==> src/rtl/fetch_pkg.sv <==
// -----------------------------------------------------------------------------
// fetch_pkg -- shared types and constants for the instruction fetch unit.
//
// Contents:
//   state_e          fetch FSM state encoding (ST_FAULT exists only when
//                    FETCH_MISALIGN_CHECK_EN is defined)
//   NOP_INSTR        instruction presented after reset (addi x0, x0, 0)
//   DEFAULT_RESET_PC default first fetch address
//
// Optional feature macro: FETCH_MISALIGN_CHECK_EN
// -----------------------------------------------------------------------------
package fetch_pkg;

  localparam logic [31:0] NOP_INSTR        = 32'h0000_0013;
  localparam logic [31:0] DEFAULT_RESET_PC = 32'h0000_0000;

`ifdef FETCH_MISALIGN_CHECK_EN
  typedef enum logic [1:0] {
    ST_FETCH   = 2'd0,
    ST_WAIT    = 2'd1,
    ST_DELIVER = 2'd2,
    ST_FAULT   = 2'd3
  } state_e;
`else
  typedef enum logic [1:0] {
    ST_FETCH   = 2'd0,
    ST_WAIT    = 2'd1,
    ST_DELIVER = 2'd2
  } state_e;
`endif

endpackage

==> src/rtl/fetch_unit.sv <==
// -----------------------------------------------------------------------------
// fetch_unit -- single-outstanding-request instruction fetch FSM.
//
// Issues a one-cycle request at pc, waits for the memory response (re-issuing
// after TIMEOUT silent WAIT cycles), then presents the instruction until the
// consumer takes it. On consume the pc follows either instr_pc+4 or the
// redirect target.
//
// Parameters:
//   RESET_PC  first fetch address after reset
//   TIMEOUT   WAIT cycles allowed before the request is re-issued (>= 1)
//
// Ports:
//   clk, rst          clock; asynchronous active-high reset
//   imem_req          one-cycle request strobe (high in FETCH)
//   imem_addr         request address (= pc)
//   imem_valid        response strobe, only honoured in WAIT
//   imem_rdata        response data
//   instr, instr_pc   captured instruction and its address
//   pc_plus4          instr_pc + 4 (link value)
//   instr_valid       instr is presented for decode (high in DELIVER)
//   stall             consumer not accepting instr this cycle
//   PCsrc             redirect select, sampled on the consume cycle only
//   target_addr       redirect target, sampled on the consume cycle only
//   misalign_fault    (FETCH_MISALIGN_CHECK_EN only) sticky misaligned-redirect
//                     fault, cleared by rst
//
// Optional feature macro: FETCH_MISALIGN_CHECK_EN. When undefined, redirect
// targets are silently word-aligned instead of faulting.
// -----------------------------------------------------------------------------
module fetch_unit
  import fetch_pkg::*;
#(
  parameter logic [31:0] RESET_PC = DEFAULT_RESET_PC,
  parameter int unsigned TIMEOUT  = 16
) (
  input  logic        clk,
  input  logic        rst,
  output logic        imem_req,
  output logic [31:0] imem_addr,
  input  logic        imem_valid,
  input  logic [31:0] imem_rdata,
  output logic [31:0] instr,
  output logic [31:0] instr_pc,
  output logic [31:0] pc_plus4,
  output logic        instr_valid,
  input  logic        stall,
  input  logic        PCsrc,
`ifdef FETCH_MISALIGN_CHECK_EN
  output logic        misalign_fault,
`endif
  input  logic [31:0] target_addr
);

  localparam int unsigned TW = $clog2(TIMEOUT + 1);
  // The timer holds the number of WAIT cycles already elapsed, so the
  // TIMEOUT-th WAIT cycle is the one where it reads TIMEOUT-1.
  localparam logic [TW-1:0] TIMER_LAST = TW'(TIMEOUT - 1);

  state_e        state_q, state_d;
  logic [31:0]   pc_q, pc_d;
  logic [31:0]   instr_q, instr_d;
  logic [31:0]   instr_pc_q, instr_pc_d;
  logic [TW-1:0] timer_q, timer_d;

  // NOTE: every state register uses non-blocking assignment so all flops
  // update together from values computed before the edge.
  always_ff @(posedge clk or posedge rst) begin
    if (rst) begin
      state_q    <= ST_FETCH;
      pc_q       <= RESET_PC;
      instr_q    <= NOP_INSTR;
      instr_pc_q <= RESET_PC;
      timer_q    <= '0;
    end else begin
      state_q    <= state_d;
      pc_q       <= pc_d;
      instr_q    <= instr_d;
      instr_pc_q <= instr_pc_d;
      timer_q    <= timer_d;
    end
  end

  // NOTE: every signal written here gets a default first, so no path through
  // the case statement can leave one unassigned and infer a latch.
  always_comb begin
    state_d    = state_q;
    pc_d       = pc_q;
    instr_d    = instr_q;
    instr_pc_d = instr_pc_q;
    timer_d    = '0;

    unique case (state_q)
      ST_FETCH: state_d = ST_WAIT;

      ST_WAIT: begin
        // A response on the expiry cycle wins over the re-issue.
        if (imem_valid) begin
          instr_d    = imem_rdata;
          instr_pc_d = pc_q;
          state_d    = ST_DELIVER;
        end else if (timer_q == TIMER_LAST) begin
          state_d = ST_FETCH;
        end else begin
          timer_d = timer_q + 1'b1;
        end
      end

      ST_DELIVER: begin
        if (!stall) begin
          state_d = ST_FETCH;
          if (PCsrc) begin
`ifdef FETCH_MISALIGN_CHECK_EN
            if (target_addr[1:0] != 2'b00) begin
              state_d = ST_FAULT;
            end else begin
              pc_d = target_addr;
            end
`else
            pc_d = target_addr & 32'hFFFF_FFFC;
`endif
          end else begin
            pc_d = pc_plus4;
          end
        end
      end

`ifdef FETCH_MISALIGN_CHECK_EN
      ST_FAULT: state_d = ST_FAULT;
`endif

      default: state_d = ST_FETCH;
    endcase
  end

  assign imem_req    = (state_q == ST_FETCH);
  assign imem_addr   = pc_q;
  assign instr       = instr_q;
  assign instr_pc    = instr_pc_q;
  assign pc_plus4    = instr_pc_q + 32'd4;   // wraps modulo 2^32
  assign instr_valid = (state_q == ST_DELIVER);
`ifdef FETCH_MISALIGN_CHECK_EN
  assign misalign_fault = (state_q == ST_FAULT);
`endif

endmodule
==> config.mk <==
export PLATFORM = sky130hd
export DESIGN_NAME = fetch_unit
export DESIGN_NICKNAME = d
export VERILOG_FILES = /design/src/rtl/fetch_pkg.sv /design/src/rtl/fetch_unit.sv
export SDC_FILE = /design/constraint.sdc
export NUM_CORES = 1
export LEC_CHECK = 0
export CAP_MARGIN = 20
export CORE_ASPECT_RATIO = 1.75
export CORE_UTILIZATION = 45
export CTS_CLUSTER_SIZE = 14
export DETAILED_ROUTE_END_ITERATION = 10
export MAX_ROUTING_LAYER = met4
export PLACE_DENSITY_LB_ADDON = 0.2
export SYNTH_ARGS = -nofsm -noshare
export SYNTH_HDL_FRONTEND = slang
export SYNTH_SLANG_ARGS = --single-unit
==> constraint.sdc <==
create_clock -name clk -period 6.73 [get_ports clk]
set_input_delay 1.346 -clock clk [delete_from_list [all_inputs] [get_ports clk]]
set_output_delay 1.346 -clock clk [all_outputs]
set_load 0.01 [all_outputs]
-- Yosys cells after proc, flatten, opt, wreduce, memory -nomap -nowiden
Cells that the tools add are included.
- mux-type cells: 8
- reduce and logical (&&, ||, !) cells: 4
- $add $sub $neg: 2
- bitwise gates (word level): 1
- equal/unequal tests: 5
- operator list (cell ; number):
    adder 32 x 3 -> 32 bit (second input constant) ; 1
    two-way mux 32 bit ; 1
    two-way mux 5 bit ; 3
    two-way mux 2 bit ; 3
    one-hot mux 2 bit (3 select lines) ; 1
    AND reduction 2 bit ; 3
    adder 5 x 1 -> 5 bit (second input constant) ; 1
    == test 5 x 4 -> 1 bit (second input constant) ; 1
    inequality test 3 bit (second input constant) ; 1
    == test 2 x 1 -> 1 bit (second input constant) ; 1
    == test 2 bit (second input constant) ; 1
    logical NOT 2 bit ; 1
    inequality test 2 bit (second input constant) ; 1
    inverter 1 bit ; 1
- register bits: 103
- output and inout bits: 130
- word-level logic and storage cells: 25

-- Depth between registers and ports, before layout
Gate-level depths: netlist of run 1.
- depth in word-level cells: 4
- depth in mapped cells: 7
- gate-level depth less buffers: 6

-- Least setup slack after synthesis of run 1
No wires, ideal clock.
- kind: register -> output
- start point: reg instr_pc_q[2], in the netlist instr_pc[2]
- end point: out pc_plus4[20]
- path slack: 3.681 ns
- cell stages (with the launch flop): 6
- required time: 5.384 ns
- arrival time: 1.703 ns
- cells stage by stage: dfrtp_1 ha_1 nand4_1 nor4_4 a21boi_0 or2_2
- cells in the longest elaborated chain, start to end: 1
- RTL lines (what ; RTL line ; source):
    start, declared ; fetch_unit.sv:63 ; logic [31:0] instr_pc_q, instr_pc_d;
    start signal, assigned ; fetch_unit.sv:79 ; instr_pc_q <= instr_pc_d;
    adder 32 x 3 -> 32 bit ; fetch_unit.sv:140 ; assign pc_plus4 = instr_pc_q + 32'd4;
    end, declared ; fetch_unit.sv:45 ; output logic [31:0] pc_plus4,
No other way between the ends.

-- Worst setup path in the final report of run 1
Same ends and word-level chain as after synthesis.

==> summary.md, run 1 <==
| Metric | Value |
|---|---|
| Distinct cell type count after synthesis | `38` |
| I/O pin cnt | `~200` |
| Ys Warns | `0` |
| Hpwl dp | `about 9700 um` |
| Crit share post-route | `0.648` |
| Worst Hold Depth | `1` |
| Port-buffer cells | `196` |
| Hold Path End | `timer_q[0]$_DFF_PP0_` |
| Setup ws final | `2.37 ns` |
| Vias after detailed routing | `4041` |
| # diodes | `0` |
| Register bit total from synthesis | `103` |
| Hold-fix buffers, CTS | `0` |
| CTS buffer count | `9` |
| Nets | `667` |
| Post-CTS setup buffer count | `0` |
| Rel. slew slack | `0.342` |
| H-tree Lvls | `3` |
| Crit. End Element | `output pin` |
| Tightest Pin Transition | `slightly below 1 ns` |
| Largest net degree at the start of global routing | `between 50 and 60` |
| Endpoints failing setup | `0` |
| Largest fanout on the critical path | `9` |
| Via density | `5.55` |
| Die height | `139 um` |
| Area delta synth->final | `49.1%` |
| Compound-Gate Fraction of Synth Area | `0.0551` |
| Cells after Synth | `408` |
| Leakage | `0.00311 uW` |
| Synthesized area | `0.00479 mm^2` |
| Clk sinks | `103` |
| Tightest Hold Check Type | `flop to flop` |
| Clock tree buffer depth | `2` |
| EDFF count, synth | `0` |
| Syn Nets | `479` |
| Adder-Cell Fraction of Synth Area | `0.00522` |
| Hold Vio Cnt, Final | `0` |
| Die extent in x | `80.0 um` |
| Synth Flop Type | `dfrtp_1` |
| Worst r2r path cells | `5` |
| Worst setup path startpoint | `instr_pc[2]$_DFFE_PP0N_` |
| TritonRoute pass-1 iters | `4` |
| F_max | `0.229 GHz` |
| Avg Cell Area, Syn | `approximately 12 um^2` |
| Slew Limit Fails | `0` |
| Post-synth top area share | `0.522` |
| Crit start category | `flop` |
| Worst Path Required | `5.38 ns` |
| Layout cells sized above 1 | `0.160` |
| Register clock-pin slew on the reported worst setup and hold paths | `0.08 ns` |
| Mux share of post-synthesis cell area | `0.169` |
| Tot GR Track Use | `0.260` |
| Fin Setup TNS | `0 ns` |
| Synth async-reset ratio | `1.00` |
| Vias in the first global route | `4221` |
| R2R Path Start | `state_q[1]$_DFFE_PP0P_` |
| Post-placement worst setup slack | `between 2 and 3 ns` |
| Worst vdd ir | `257 uV` |
| Main area contributors after synthesis | `dfrtp_1 (52%), mux2_2 (15%), xnor2_1 (3.8%)` |
| Max-cap violations | `0` |
| Starting Density | `0.465` |
| Area leader, netlist | `dfrtp_1` |
| Synth Area in XOR/XNOR | `0.0512` |
| Combinational family with the most area after synthesis | `multiplexers` |
| Die area | `0.0111 mm^2` |
| Min cycle time layout | `4.36 ns` |
| First-pass GRT wire length | `between 20000 and 25000 um` |
| Sequential area share after synthesis | `0.539` |
| Routed Antenna Nets | `0` |
| DRT Wirelength | `~14000 um` |
| Post-CTS sizing | `0` |
| Wirelength per Cell | `18.7 um` |
| Clock skew | `slightly below 0.01 ns` |
| Hold Crit Start | `timer_q[0]$_DFF_PP0_` |
| Total core area | `0.0103 mm^2` |
| Initial antenna violation count | `0` |
| Core Rows | `between 40 and 50` |
| Critical path type | `flop to output pin` |
| Global placement routability congestion | `roughly 0.84` |
| RSZ-0062 raised after global routing | `no` |
| Pwr Density | `459 mW/mm^2` |
| Simple logic cell fraction of the synthesized area | `0.153` |
| Root Buffer | `clkbuf_16` |
| Worst reg2reg setup slack | `4.24 ns` |
| Drt drc | `0` |
| Starting DRT DRC Count | `190` |
| Crit path DAT | `3.02 ns` |
| Grt total ovfl | `0` |
| Status | `finished, final reports clean` |
| Worst skew pair latency | `between 0.3 and 0.4 ns` |
| Core Util, Final | `0.694` |
| RR Endpoint | `imem_addr[28]$_DFFE_PP0P_` |
| CTS tree | `yes` |
-- per-layer routing --
metal | vias up | GRT usage | wire length [um]
met5 | - | - | 0
met1 | 1975 | 0.287 | 5190
met2 | 190 | 0.438 | 7000
li1 | 1842 | - | -
met3 | 34 | 0.0553 | 881
met4 | 0 | 0.120 | 539
-- critical path, stage by stage (launching register included) --
cell and delay [ns]:
dfrtp_1 0.51, ha_1 0.29, nand4_1 0.22, nor4_4 0.50, nor4b_1 0.41, or2_2 0.18
clkdlybuf4s50_1 0.57
-- cell usage after synthesis, types with 2 or more instances --
library cell,count
xor2_1,7
dfrtp_1,100
nor3b_1,2
nand3_1,25
nand2_1,27
dfstp_2,3
nand2b_1,2
ha_1,2
inv_1,6
a221o_1,14
mux2i_1,9
o21ai_0,20
xnor2_1,21
mux2_2,64
clkbuf_1,14
nor2_1,16
nor3_1,7
buf_4,2
buf_2,8
and4_1,3
and2_1,3
and3_1,26
nand4_1,11
nor2b_1,2
-- cells by family after synthesis --
kind of cell	Yosys count
buffers and inverters	31
adder cells (fa/ha/maj)	2
flip-flops	103
XOR/XNOR	28
AO/OA/AOI/OAI	38
multiplexers	73
AND/OR/NAND/NOR	133
-- worst max-delay path by stage --
stage | slack, ns | end
floorplan | 2.69 | imem_addr[0]$_DFFE_PP0P_
global placement | 2.81 | pc_plus4[20]
detailed placement | 2.72 | pc_plus4[20]
CTS | 2.32 | pc_plus4[20]
global route | 2.08 | pc_plus4[20]
finish | 2.37 | pc_plus4[20]
-- sequential cells by signal (all words and copies together) (netlist names) --
name       count
imem_addr     32
instr         32
instr_pc      32
timer_q        5
state_q        2
-- power by group --
group	leakage, uW	total, uW	switching [uW]	internal [uW]
clock network	0.000140	509	243	267
logic	0.00168	1590	627	961
registers	0.00129	1180	275	905
total	0.00311	3280	1150	2130
-- cell type report --
type | count | area [um^2]
fillers | 799 | 3150
flip-flops and latches | 103 | 2580
multi-input cells | 274 | 2080
repair buffers | 202 | 2010
clock buffers | 10 | 239
well taps | 127 | 159
clock inverters | 6 | 51.3
inverters | 6 | 25.0
-- through the flow --
stage	power (uW)	hold WS (ns)	instances	cell area [um^2]
floorplan	1840	0.433	408	4790
global placement	2730	0.443	711	6850
detailed placement	2780	0.474	711	6850
CTS	3300	0.482	727	7140
global route	3460	0.505	728	7150
finish	3280	0.487	728	7150
-- layout by cell type (no fill, tap or decap), types with 2 or more instances in the layout --
| master | count |
|---|---|
| nor3b_1 | 2 |
| clkbuf_16 | 9 |
| mux2i_1 | 9 |
| ha_1 | 2 |
| nand4_1 | 11 |
| nor3_1 | 7 |
| nand2_1 | 27 |
| inv_1 | 5 |
| a221o_1 | 14 |
| mux2_2 | 64 |
| inv_6 | 3 |
| dfstp_2 | 3 |
| and3_1 | 26 |
| and2_1 | 3 |
| nand3_1 | 25 |
| clkdlybuf4s50_1 | 196 |
| nor2_1 | 16 |
| xnor2_1 | 21 |
| dfrtp_1 | 100 |
| o21ai_0 | 20 |
| and4_1 | 3 |
| clkinv_4 | 2 |
| buf_4 | 6 |
| xor2_1 | 7 |
(Power assumes the default switching activity.)
==> run 2: changes to the inputs <==
--- a/config.mk
+++ b/config.mk
@@ -7,7 +7,7 @@
 export LEC_CHECK = 0
 export CAP_MARGIN = 20
 export CORE_ASPECT_RATIO = 1.75
-export CORE_UTILIZATION = 45
+export CORE_UTILIZATION = 39
 export CTS_CLUSTER_SIZE = 14
 export DETAILED_ROUTE_END_ITERATION = 10
 export MAX_ROUTING_LAYER = met4
==> constraint.sdc (replaced) <==
create_clock -name clk -period 4 [get_ports clk]
set_input_delay 0.8 -clock clk [delete_from_list [all_inputs] [get_ports clk]]
set_output_delay 0.8 -clock clk [all_outputs]
set_load 0.01 [all_outputs]
==> summary.md, run 2 (synthesis results as in run 1) <==
| Metric | Value |
|---|---|
| Initial antenna violation count | `0` |
| Total core area | `0.0120 mm^2` |
| Tot GR Track Use | `0.220` |
| Die height | `149 um` |
| Endpoints failing setup | `0` |
| I/O pin cnt | `199` |
| Min cycle time layout | `3.78 ns` |
| Rel. slew slack | `0.406` |
| Critical path type | `flop to output pin` |
| Status | `finished, final reports clean` |
| GR peak layer | `met2` |
| Most frequent cells in the layout | `clkdlybuf4s50_1 (196), dfrtp_1 (100), mux2_2 (64)` |
| Tightest Pin Transition | `0.891 ns` |
| Crit. End Element | `output pin` |
| Fillers | `1046` |
| Setup ws final | `approximately 0.22 ns` |
| Area after DPL | `0.00690 mm^2` |
| Vias after detailed routing | `3981` |
| Largest fanout on the critical path | `9` |
| H-tree Lvls | `3` |
| Max-cap violations | `0` |
| RSZ-0062 raised after global routing | `no` |
| Drt drc | `0` |
| Grt total ovfl | `0` |
| Tightest Hold Check Type | `flop to flop` |
| Global placement routability congestion | `0.816` |
| Routed Antenna Nets | `0` |
| DRT Wirelength | `13400 um` |
| Die extent in x | `85.8 um` |
| F_max | `0.264 GHz` |
| CTS tree | `yes` |
| TritonRoute pass-1 iters | `4` |
| Largest net degree at the start of global routing | `66` |
| Port-buffer cells | `196` |
| Leakage | `just over 0.003 uW` |
| Total power | `5530 uW` |
| Nets | `668` |
| Post-CTS setup buffer count | `0` |
| Worst Path Required | `3.20 ns` |
| Worst skew pair latency | `0.35 ns` |
| CTS buffer count | `9` |
| Hpwl dp | `9500 um` |
| Crit path DAT | `2.98 ns` |
| Slew Limit Fails | `0` |
| Via density | `5.19` |
| Worst vdd ir | `383 uV` |
| Starting Density | `0.399` |
| Clock skew | `0.00964 ns` |
| Crit start category | `flop` |
| Post-placement worst setup slack | `between 0.6 and 0.7 ns` |
| Met2 usage | `0.381` |
| Wirelength per Cell | `17.5 um` |
| Vias in the first global route | `4112` |
| Clock tree buffer depth | `2` |
| Crit share post-route | `0.945` |
| Clk sinks | `103` |
| Post-CTS sizing | `0` |
| Core Util, Final | `0.601` |
| # diodes | `0` |
| Fin Setup TNS | `0 ns` |
| Layout cells sized above 1 | `0.159` |
| Area delta synth->final | `50.4%` |
| Met1 Use GR | `0.238` |
| Root Buffer | `clkbuf_16` |
| First-pass GRT wire length | `20900 um` |
| Most common cell after layout, fill and taps aside | `clkdlybuf4s50_1` |
| Pwr Density | `768 mW/mm^2` |
| Die area | `0.0128 mm^2` |
| Hold Vio Cnt, Final | `0` |
| Register clock-pin slew on the reported worst setup and hold paths | `0.07 ns` |
| Core Rows | `53` |
| Starting DRT DRC Count | `113` |
| Hold-fix buffers, CTS | `0` |
| Design Area, Final | `between 0.007 and 0.008 mm^2` |
| Met3 usage | `0.0433` |
==> run 2: worst paths after layout <==
path,depth (start not counted),slack (ns),end,start
setup / recovery,6,0.22,pc_plus4[20],instr_pc[2]$_DFFE_PP0N_
hold / removal,1,0.50,instr[16]$_DFFE_PP0N_,instr[16]$_DFFE_PP0N_
setup reg to reg,6,1.62,imem_addr[30]$_DFFE_PP0P_,instr_pc[2]$_DFFE_PP0N_
hold reg to reg,1,0.50,instr[16]$_DFFE_PP0N_,instr[16]$_DFFE_PP0N_
max in group asynchronous,3,2.29,imem_addr[29]$_DFFE_PP0P_,rst
min in group asynchronous,2,0.86,instr[6]$_DFFE_PP0N_,rst
==> run 2: final cells by class <==
class | instances | area (um^2) | share of cell area
clock inverters | 6 | 70.1 | 0.00972
well taps | 165 | 206 | 0.0286
multi-input cells | 274 | 2080 | 0.289
clock buffers | 10 | 229 | 0.0318
flip-flops and latches | 103 | 2580 | 0.358
inverters | 6 | 25.0 | 0.00347
repair buffers | 203 | 2010 | 0.279
==> run 2: power breakdown <==
group | leakage (uW) | internal (uW) | switching [uW]
Clock | 0.000141 | 490 | 403
Combinational | 0.00168 | 1620 | 1040
Sequential | 0.00129 | 1520 | 459
Total | 0.00312 | 3630 | 1900
==> run 2: through the flow <==
stage,std cells,hold WS (ns)
5_1_grt,767,0.509
3_5_place_dp,750,0.477
4_1_cts,766,0.504
3_3_place_gp,750,0.445
2_1_floorplan,408,0.433
6_report,767,0.504
==> run 2: metal layers <==
metal  routed length, um  up-vias
met4                 454        0
met2                7070      160
li1                    -     1840
met1                5130     1946
met3                 787       35
met5                   0        -
==> run 2: worst max-delay path, cell delays in order, from the launching register on <==
cell	delay [ns]
dfrtp_1	0.49
ha_1	0.27
nand4_1	0.22
nor4_4	0.56
nor4b_1	0.37
or2_2	0.18
clkdlybuf4s50_1	0.54
==> run 3: changes to the inputs <==
--- a/config.mk
+++ b/config.mk
@@ -7,7 +7,7 @@
 export LEC_CHECK = 0
 export CAP_MARGIN = 20
 export CORE_ASPECT_RATIO = 1.75
-export CORE_UTILIZATION = 39
+export CORE_UTILIZATION = 35
 export CTS_CLUSTER_SIZE = 14
 export DETAILED_ROUTE_END_ITERATION = 10
 export MAX_ROUTING_LAYER = met4
==> summary.md, run 3 (synthesis results as in run 1) <==
| Metric | Value |
|---|---|
| Port-buffer cells | `196` |
| Sequential share of power | `0.356` |
| Starting DRT DRC Count | `approximately 150` |
| Wirelength per Cell | `about 18 um` |
| Worst skew pair latency | `0.35 ns` |
| Most common cell after layout, fill and taps aside | `clkdlybuf4s50_1` |
| Root Buffer | `clkbuf_16` |
| Core Util, Final | `0.542` |
| Crit start category | `flop` |
| Register clock-pin slew on the reported worst setup and hold paths | `around 0.080 ns` |
| Crit. End Element | `output pin` |
| Leakage | `~0.0031 uW` |
| Crit path max-delay cell type | `clkdlybuf4s50_1` |
| Switching power | `1910 uW` |
| Worst vdd ir | `352 uV` |
| Fillers | `about 1200` |
| Starting Density | `0.358` |
| CTS tree | `yes` |
| Layout cells sized above 1 | `0.163` |
| Power share of the clock group | `0.166` |
| Die area | `approximately 0.014 mm^2` |
| Initial antenna violation count | `0` |
| Core Rows | `56` |
| Drt drc | `0` |
| Area of the multi-input gates | `0.00208 mm^2` |
| Worst hold slack | `0.468 ns` |
| TritonRoute pass-1 iters | `4` |
| CTS buffer count | `9` |
| Worst path cell trace | `ha_1, nand4_1, nor4_4, nor4b_1, or2_2, clkdlybuf4s50_1` |
| Vias in the first global route | `4184` |
| Vias after detailed routing | `3963` |
| Largest net degree at the start of global routing | `61` |
| H-tree Lvls | `3` |
| # diodes | `0` |
| Nets | `669` |
| Tot GR Track Use | `0.202` |
| Hold Vio Cnt, Final | `0` |
| Crit share post-route | `0.937` |
| Switching part of the total power | `0.343` |
| First-pass GRT wire length | `approximately 22000 um` |
| Post-CTS sizing | `0` |
| Fin Setup TNS | `0 ns` |
| CP top delay family | `simple AND/OR/NAND/NOR gates` |
| Crit path DAT | `2.95 ns` |
| Max-cap violations | `0` |
| R2R Path Start | `instr_pc[2]$_DFFE_PP0N_` |
| Dpl cells | `761` |
| RSZ-0062 raised after global routing | `no` |
| Area delta synth->final | `51.2%` |
| Clock tree buffer depth | `2` |
| Most frequent cells in the layout | `clkdlybuf4s50_1 (196), dfrtp_1 (100), mux2_2 (64)` |
| Critical path type | `flop to output pin` |
| Internal Power | `3660 uW` |
| Largest fanout on the critical path | `9` |
| I/O pin cnt | `199` |
| Global placement routability congestion | `just over 0.8` |
| Hold Crit Start | `timer_q[0]$_DFF_PP0_` |
| Clk sinks | `103` |
| Worst Path Required | `3.20 ns` |
| Hold-fix buffers, CTS | `0` |
| Die extent in x | `90.5 um` |
| Combinational Power Share | `0.478` |
| Sequential Area | `between 0.002 and 0.003 mm^2` |
| Clock skew | `0.0138 ns` |
| Via density | `5.10` |
| F_max | `approximately 0.27 GHz` |
| Worst setup path startpoint | `instr_pc[2]$_DFFE_PP0N_` |
| Status | `finished, final reports clean` |
| Total core area | `0.0134 mm^2` |
| Rel. slew slack | `0.284` |
| DRT Wirelength | `~14000 um` |
| Grt total ovfl | `0` |
| Min cycle time layout | `3.75 ns` |
| Hpwl dp | `9910 um` |
| Endpoints failing setup | `0` |
| CP max stage delay | `~0.55 ns` |
| Worst path buffer plus inverter count | `1` |
| Slew Limit Fails | `0` |
| Finished Layout Cells | `777` |
| Die height | `157 um` |
| Tightest Pin Transition | `1.07 ns` |
| Tightest Hold Check Type | `flop to flop` |
| Routed Antenna Nets | `0` |
| Post-CTS setup buffer count | `0` |
| Pwr Density | `768 mW/mm^2` |
==> run 3: final timing paths <==
| kind | cells past startpoint | slack, ns | end |
|---|---|---|---|
| max in group asynchronous | 3 | 2.23 | instr[21]$_DFFE_PP0N_ |
| hold / removal | 1 | 0.47 | timer_q[0]$_DFF_PP0_ |
| setup reg to reg | 6 | 1.69 | imem_addr[22]$_DFFE_PP0P_ |
| hold reg to reg | 1 | 0.47 | timer_q[0]$_DFF_PP0_ |
| setup / recovery | 6 | 0.25 | pc_plus4[20] |
| min in group asynchronous | 2 | 0.96 | instr[19]$_DFFE_PP0N_ |
==> run 3: per-stage QoR <==
stage	total power, uW	worst slack (ns)	area (um^2)
final	5570	0.252	7250
after global routing	5900	0.0446	7250
after detailed placement	4690	0.610	6930
after CTS	5640	0.203	7250
after floorplan	3090	0.501	4790
after global placement	4630	0.612	6920
==> run 3: power by group through the flow <==
stage / sequential, uW / combinational (uW) / clock (uW)
3_5_place_dp: 2000 / 2680 / 0
6_report: 1980 / 2660 / 923
3_3_place_gp: 1970 / 2660 / 0
2_1_floorplan: 2120 / 968 / 0
5_1_grt: 2070 / 2840 / 994
4_1_cts: 1980 / 2700 / 952
==> run 3: area by class of cell <==
class                   count  area share
flip-flops and latches    103       0.356
repair buffers            204       0.279
clock buffers              10      0.0330
multi-input cells         274       0.287
clock inverters             6      0.0107
inverters                   6     0.00345
well taps                 174      0.0300
==> run 3: per-layer routing <==
layer / track usage / vias up / wire length, um
met5: - / - / 0
met4: 0.105 / 0 / 470
met3: 0.0398 / 27 / 696
met2: 0.351 / 174 / 7240
met1: 0.217 / 1922 / 5240
li1: - / 1840 / -
